[src/rtl/t_mem_pkg.sv]
// Shared definitions for the t_mem operand loader: state encoding, chunk count and RAM read latency.
// Supplies fallback values for the DATA_WIDTH / ADDR_WIDTH / TOTAL_ADDR macros.
`ifndef DATA_WIDTH
`define DATA_WIDTH 32
`endif
`ifndef ADDR_WIDTH
`define ADDR_WIDTH 4
`endif
`ifndef TOTAL_ADDR
`define TOTAL_ADDR 16
`endif

package t_mem_pkg;

  typedef enum logic [2:0] {
    ST_IDLE    = 3'd0,
    ST_COLLECT = 3'd1,
    ST_WRITE   = 3'd2,
    ST_VERIFY  = 3'd3,
    ST_DONE    = 3'd4
  } state_t;

  localparam int unsigned RD_LATENCY = 2;

  function automatic int unsigned chunks_of(input int unsigned data_w, input int unsigned in_w);
    return data_w / in_w;
  endfunction

endpackage

[src/rtl/t_mem_word_pack.sv]
// Chunk packer: places chunk k at bits [k*IN_WIDTH +: IN_WIDTH] and flags the final chunk of a word.
module t_mem_word_pack
  import t_mem_pkg::*;
#(
  parameter int unsigned DATA_WIDTH = 32,
  parameter int unsigned IN_WIDTH   = 8
) (
  input  logic                  clock,
  input  logic                  reset,
  input  logic                  i_clear,
  input  logic                  i_valid,
  input  logic [IN_WIDTH-1:0]   i_data,
  output logic [DATA_WIDTH-1:0] o_word,
  output logic                  o_last_c
);

  localparam int unsigned CHUNKS = chunks_of(DATA_WIDTH, IN_WIDTH);
  localparam int unsigned CW     = (CHUNKS > 1) ? $clog2(CHUNKS) : 1;

  logic [CW-1:0]         r_cnt;
  logic [DATA_WIDTH-1:0] r_word;
  logic                  w_at_last;

  assign w_at_last = (r_cnt == CW'(CHUNKS - 1));
  assign o_last_c  = i_valid & w_at_last;
  assign o_word    = r_word;

  always_ff @(posedge clock or posedge reset) begin
    if (reset) begin
      r_cnt  <= '0;
      r_word <= '0;
    end else if (i_clear) begin
      r_cnt  <= '0;
      r_word <= '0;
    end else if (i_valid) begin
      for (int k = 0; k < int'(CHUNKS); k++) begin
        if (r_cnt == CW'(k)) r_word[k*IN_WIDTH +: IN_WIDTH] <= i_data;
      end
      r_cnt <= w_at_last ? '0 : r_cnt + CW'(1);
    end
  end

endmodule

[src/rtl/t_mem_loader.sv]
// Operand RAM loader: packs a chunk stream into words and writes them from address 0 upward.
// Optional readback checksum sweep enabled by defining T_MEM_VERIFY_EN.
module t_mem_loader
  import t_mem_pkg::*;
#(
  parameter int unsigned DATA_WIDTH = `DATA_WIDTH,
  parameter int unsigned ADDR_WIDTH = `ADDR_WIDTH,
  parameter int unsigned TOTAL_ADDR = `TOTAL_ADDR,
  parameter int unsigned IN_WIDTH   = 8
) (
  input  logic                  clock,
  input  logic                  reset,
  input  logic                  start,
  input  logic                  in_valid,
  input  logic [IN_WIDTH-1:0]   in_data,
  output logic                  in_ready,
  output logic [ADDR_WIDTH-1:0] mem_address,
  output logic [DATA_WIDTH-1:0] mem_data,
  output logic                  mem_wren,
  input  logic [DATA_WIDTH-1:0] mem_q,
  output logic                  busy,
  output logic                  done,
  output logic                  error
);

  localparam int unsigned IDXW = $clog2(TOTAL_ADDR + 1);

  state_t                r_state, w_next_state;
  logic [IDXW-1:0]       r_word_idx;
  logic [ADDR_WIDTH-1:0] r_addr;
  logic                  r_in_ready, r_wren, r_busy, r_done;
  logic                  w_in_ready_d, w_wren_d, w_busy_d, w_done_d;
  logic                  w_start_acc, w_accept, w_word_last, w_last_word;
  logic [DATA_WIDTH-1:0] w_word;

  assign w_start_acc = start & ((r_state == ST_IDLE) | (r_state == ST_DONE));
  assign w_accept    = in_valid & r_in_ready;
  assign w_last_word = (r_word_idx == IDXW'(TOTAL_ADDR - 1));

  t_mem_word_pack #(
    .DATA_WIDTH (DATA_WIDTH),
    .IN_WIDTH   (IN_WIDTH)
  ) u_pack (
    .clock    (clock),
    .reset    (reset),
    .i_clear  (w_start_acc),
    .i_valid  (w_accept),
    .i_data   (in_data),
    .o_word   (w_word),
    .o_last_c (w_word_last)
  );

`ifdef T_MEM_VERIFY_EN
  localparam int unsigned VW = $clog2(TOTAL_ADDR + 2);
  logic [VW-1:0]         r_vcnt;
  logic [DATA_WIDTH-1:0] r_wr_sum, r_rd_sum;
  logic                  r_error;
`endif

  always_ff @(posedge clock or posedge reset) begin
    if (reset) r_state <= ST_IDLE;
    else       r_state <= w_next_state;
  end

  always_comb begin
    w_next_state = r_state;
    case (r_state)
      ST_IDLE, ST_DONE: if (start) w_next_state = ST_COLLECT;
      ST_COLLECT:       if (w_word_last) w_next_state = ST_WRITE;
      ST_WRITE: begin
        if (!w_last_word)   w_next_state = ST_COLLECT;
`ifdef T_MEM_VERIFY_EN
        else                w_next_state = ST_VERIFY;
`else
        else                w_next_state = ST_DONE;
`endif
      end
`ifdef T_MEM_VERIFY_EN
      ST_VERIFY: if (r_vcnt == VW'(TOTAL_ADDR + 1)) w_next_state = ST_DONE;
`endif
      default:          w_next_state = ST_IDLE;
    endcase
  end

  // Outputs decoded from the next state so they are registered yet aligned with the state
  always_comb begin
    w_in_ready_d = 1'b0;
    w_wren_d     = 1'b0;
    w_busy_d     = 1'b0;
    w_done_d     = 1'b0;
    case (w_next_state)
      ST_COLLECT: begin w_in_ready_d = 1'b1; w_busy_d = 1'b1; end
      ST_WRITE:   begin w_wren_d     = 1'b1; w_busy_d = 1'b1; end
      ST_VERIFY:  w_busy_d = 1'b1;
      ST_DONE:    w_done_d = 1'b1;
      default:    ;
    endcase
  end

  always_ff @(posedge clock or posedge reset) begin
    if (reset) begin
      r_in_ready <= 1'b0;
      r_wren     <= 1'b0;
      r_busy     <= 1'b0;
      r_done     <= 1'b0;
    end else begin
      r_in_ready <= w_in_ready_d;
      r_wren     <= w_wren_d;
      r_busy     <= w_busy_d;
      r_done     <= w_done_d;
    end
  end

  // Word index saturates at TOTAL_ADDR; address register also drives the verify sweep
  always_ff @(posedge clock or posedge reset) begin
    if (reset) begin
      r_word_idx <= '0;
      r_addr     <= '0;
    end else if (w_start_acc) begin
      r_word_idx <= '0;
      r_addr     <= '0;
    end else if (r_state == ST_WRITE) begin
      r_word_idx <= r_word_idx + IDXW'(1);
      r_addr     <= w_last_word ? '0 : ADDR_WIDTH'(r_word_idx + IDXW'(1));
    end
`ifdef T_MEM_VERIFY_EN
    else if (r_state == ST_VERIFY) begin
      r_addr <= ADDR_WIDTH'(r_vcnt + VW'(1));
    end
`endif
  end

`ifdef T_MEM_VERIFY_EN
  // Returns lag the issued address by RD_LATENCY cycles; the final compare folds in the last return
  always_ff @(posedge clock or posedge reset) begin
    if (reset) begin
      r_vcnt   <= '0;
      r_wr_sum <= '0;
      r_rd_sum <= '0;
      r_error  <= 1'b0;
    end else if (w_start_acc) begin
      r_vcnt   <= '0;
      r_wr_sum <= '0;
      r_rd_sum <= '0;
      r_error  <= 1'b0;
    end else begin
      if (r_state == ST_WRITE) r_wr_sum <= r_wr_sum ^ w_word;
      if (r_state == ST_VERIFY) begin
        r_vcnt <= r_vcnt + VW'(1);
        if (r_vcnt >= VW'(RD_LATENCY)) begin
          r_rd_sum <= r_rd_sum ^ mem_q;
          if (r_vcnt == VW'(TOTAL_ADDR + 1)) r_error <= ((r_rd_sum ^ mem_q) != r_wr_sum);
        end
      end
    end
  end

  assign error = r_error;
`else
  logic w_unused_mem_q;
  assign w_unused_mem_q = ^mem_q;
  assign error          = 1'b0;
`endif

  assign in_ready    = r_in_ready;
  assign mem_wren    = r_wren;
  assign busy        = r_busy;
  assign done        = r_done;
  assign mem_address = r_addr;
  assign mem_data    = w_word;

endmodule

[config.mk]
export PLATFORM = sky130hd
export DESIGN_NAME = t_mem_loader
export DESIGN_NICKNAME = d
export VERILOG_FILES = /design/src/rtl/t_mem_pkg.sv /design/src/rtl/t_mem_word_pack.sv /design/src/rtl/t_mem_loader.sv
export SDC_FILE = /design/constraint.sdc
export NUM_CORES = 1
export LEC_CHECK = 0
export ABC_AREA = 1
export BUFFER_PORTS_ARGS = -buffer_cell sky130_fd_sc_hd__buf_2
export CELL_PAD_IN_SITES_DETAIL_PLACEMENT = 1
export CELL_PAD_IN_SITES_GLOBAL_PLACEMENT = 2
export CORE_ASPECT_RATIO = 1.2
export CORE_UTILIZATION = 30
export CTS_BUF_LIST = sky130_fd_sc_hd__clkbuf_4 sky130_fd_sc_hd__clkbuf_8
export DETAILED_ROUTE_END_ITERATION = 7
export HOLD_SLACK_MARGIN = 0.1
export PLACE_DENSITY = 0.86
export SYNTH_ARGS = -nofsm -noshare
export SYNTH_HDL_FRONTEND = slang
export SYNTH_HIERARCHICAL = 1
export SYNTH_SLANG_ARGS = --single-unit
[constraint.sdc]
create_clock -name clock -period 2.15 [get_ports clock]
set_input_delay 0.645 -clock clock [delete_from_list [all_inputs] [get_ports clock]]
set_output_delay 0.645 -clock clock [all_outputs]
set_load 0.01 [all_outputs]
==> run metrics <==
WS Path Type=reg2out; ratio of cells with drive above 1 in the final layout=between 20% and 30%; Die Ht=98.4 um; WP buf/inv=1; Comb pwr share=41.4%; # DRC=0; RSZ-0062 raised after global routing=no; CTS Buf Count=5; CTS clock-pin slew for the worst setup and hold paths=~0.09 ns; CTS Buffer Depth=2; Worst EP required=approximately 1.5 ns; clk root buf=clkbuf_8; gr ovfl total=0; synth warn=6; drt total wl=5720 um; library cells used by synthesis=24; syn_nets=310; Die ar.=8090 um^2; die width=82.3 um; Hold Path Class=in2async; Clock Sinks=50; Achievable Freq=664 MHz; Post-CTS Setup Inserts=0; status=finished, final reports clean; largest cells by area after synthesis=dfrtp_1 54%, nand2_1 13%, nand3_1 8.8%; Vias per Instance=4.62; Fin Setup TNS=0 ns; Final Power=0.00345 W; dpl ws=approximately 0.43 ns; Post-CTS Hold Fix Bufs=0; row count=34; sw power=0.00142 W; Filler cells=just over 900; initial antenna violation count=0; Max-Cap Viols=0; Sw Share=about two fifths; CP max-delay cell=dfrtp_1; Via Count=1866; GP Congestion=0.736; Final Non-Filler Cells=404; I/O Buffers=51; placed insts=397; top cell type's share of synthesized area=53.9%; r2r endpoint=u_pack/r_cnt[1]; Tmin final=1.51 ns; Avg Inst Size Synth=roughly 9 um^2; wire per inst=about 14 um; final worst slack=0.644 ns; Reg power frac=43.4%; Reg2Reg Setup Slack=0.72 ns; Initial Util=31.5%; Final Skew=0.0102 ns; Post-Synthesis Cells=260; max-slew violation count=0; CTS tree=done; Reg2Reg Depth=7; leading area contributor after synthesis=dfrtp_1; vias in the first global route=around 1900; post-cts resize count=0; Worst Path Arrival=0.86 ns; # nets final=364; drt initial violations=97; CP max FO=2; VDD IR max=420 uV; clock network power share=15.2%; DRT antenna net count=0; Worst Max-Slew Pin Slew=0.608 ns; core footprint=7360 um^2; Final period util=between 70 and 80%; synthesized area=2320 um^2; pwr/cell area=1270 nW/um^2; crit start category=flop; Clock Latency Late Sink=~0.30 ns; HPWL after detailed placement=4100 um; P_leak=about 1.6 nW; First-pass DRT Iterations=4; first-pass GRT wire length=approximately 9400 um; crit-path max cell delay=0.41 ns; delay-heaviest family, CP=flip-flops; P&R area growth vs syn=17.1%; sequential area share after synthesis=53.9%; endpoints failing hold=0; All-Layer GR Usage=between 15 and 20%; Critical Path Stages=1; cells along the critical path=buf_2; antenna diode count=0; largest net degree at the start of global routing=35; # IOs=85; register bit total from synthesis=50; Crit Reg-Reg Startpoint=r_state[1]; final setup fails=0; H-tree depth=2; Internal=roughly 0.0020 W; Slew headroom=59.4%; area taken by multi-input logic gates=873 um^2; Reg area=1250 um^2; Crit. End Element=primary output
==> kinds of logic (layout without fill, tap and decap cells) <==
family	Yosys count	in the layout	share of synthesized area, %
AOI/OAI and AO/OA	8	8	2.16
buffers and inverters	38	92	8.46
other	1	1	0.162
DFF	50	50	53.9
adders and majority gates	6	6	3.23
and+or+nand+nor	157	157	32.1
==> layer usage <==
| layer | up-vias | part of all wire, % | GRT usage, % | routed length [um] |
|---|---|---|---|---|
| li1 | 910 | - | - | - |
| met1 | 899 | 44 | 20.2 | 2500 |
| met2 | 52 | 50 | 25.9 | 2860 |
| met3 | 5 | 5.4 | 3.64 | 308 |
| met4 | 0 | 0.84 | 3.24 | 48 |
| met5 | - | 0 | 0 | 0 |
==> synth_stat cells (all sizes together) <==
cell and number:
conb 1, nor2 20, o22ai 1, nand3 43
inv 32, nand2 94, ha 6, o21ai 5
o211ai 2, dfrtp 50, buf 6
==> worst max-delay path by stage <==
stage	slack [ns]	from	end
final	0.64	u_pack/o_word[24]	mem_data[24]
after global routing	0.54	r_state[1]	u_pack/o_word[11]
after CTS	0.63	u_pack/o_word[24]	mem_data[24]
after detailed placement	0.43	in_valid	r_state[0]
after global placement	0.45	in_valid	in_ready
after floorplan	0.76	reset	u_pack/o_word[0]
==> cell type report <==
type,instances,area share (%)
well taps,90,4.14
flip-flops and latches,50,46.0
multi-input cells,172,32.1
inverters,32,4.88
repair buffers,53,9.94
clock buffers,5,2.53
clock inverters,2,0.368
==> stage by stage <==
step | hold WS (ns) | util [%] | cell area [um^2]
floorplan | 0.461 | - | 2320
global route | 0.473 | 36.9 | 2720
finish | 0.419 | 36.9 | 2720
CTS | 0.444 | 36.9 | 2720
detailed placement | 0.476 | 35.9 | 2640
global placement | 0.476 | 35.9 | 2640
==> power by group through the flow <==
stage                     sequential (W)  combinational [W]  clock, W
after floorplan                  0.00163           0.000847         0
after global placement           0.00152            0.00141         0
after detailed placement         0.00152            0.00146         0
after CTS                        0.00150            0.00147  0.000549
after global routing             0.00154            0.00162  0.000581
final                            0.00150            0.00143  0.000525
==> state kept, by name (all words and copies together) (netlist names) <==
| name | cells |
|---|---|
| in_ready | 1 |
| mem_wren | 1 |
| done | 1 |
| r_word_idx | 5 |
| u_pack/r_cnt | 2 |
| mem_address | 4 |
| busy | 1 |
| u_pack/o_word | 32 |
| r_state | 3 |
==> worst register-to-register path, cell delays in order, from the launching register on <==
cell     delay (ns)
dfrtp_1        0.44
inv_1          0.08
nand2_1        0.08
nor2_2         0.03
buf_4          0.17
inv_4          0.29
o21ai_0        0.16
nor2_1         0.11
==> cell usage in the layout, fill, tap and decap left out, types with 2 or more instances in the layout <==
cell / synthesis / routed
buf_4: 1 / 2
o211ai_1: 2 / 2
buf_2: 0 / 51
clkbuf_8: 0 / 5
clkinv_2: 0 / 2
nor2_1: 16 / 16
nand2_1: 82 / 82
ha_1: 6 / 6
inv_2: 5 / 5
nand2_4: 5 / 5
nand3_1: 41 / 41
o21ai_0: 3 / 3
inv_1: 24 / 24
dfrtp_1: 50 / 50
nand2_2: 6 / 6
inv_4: 2 / 2
nor2_2: 3 / 3
Power figures use the tool's default switching activity.
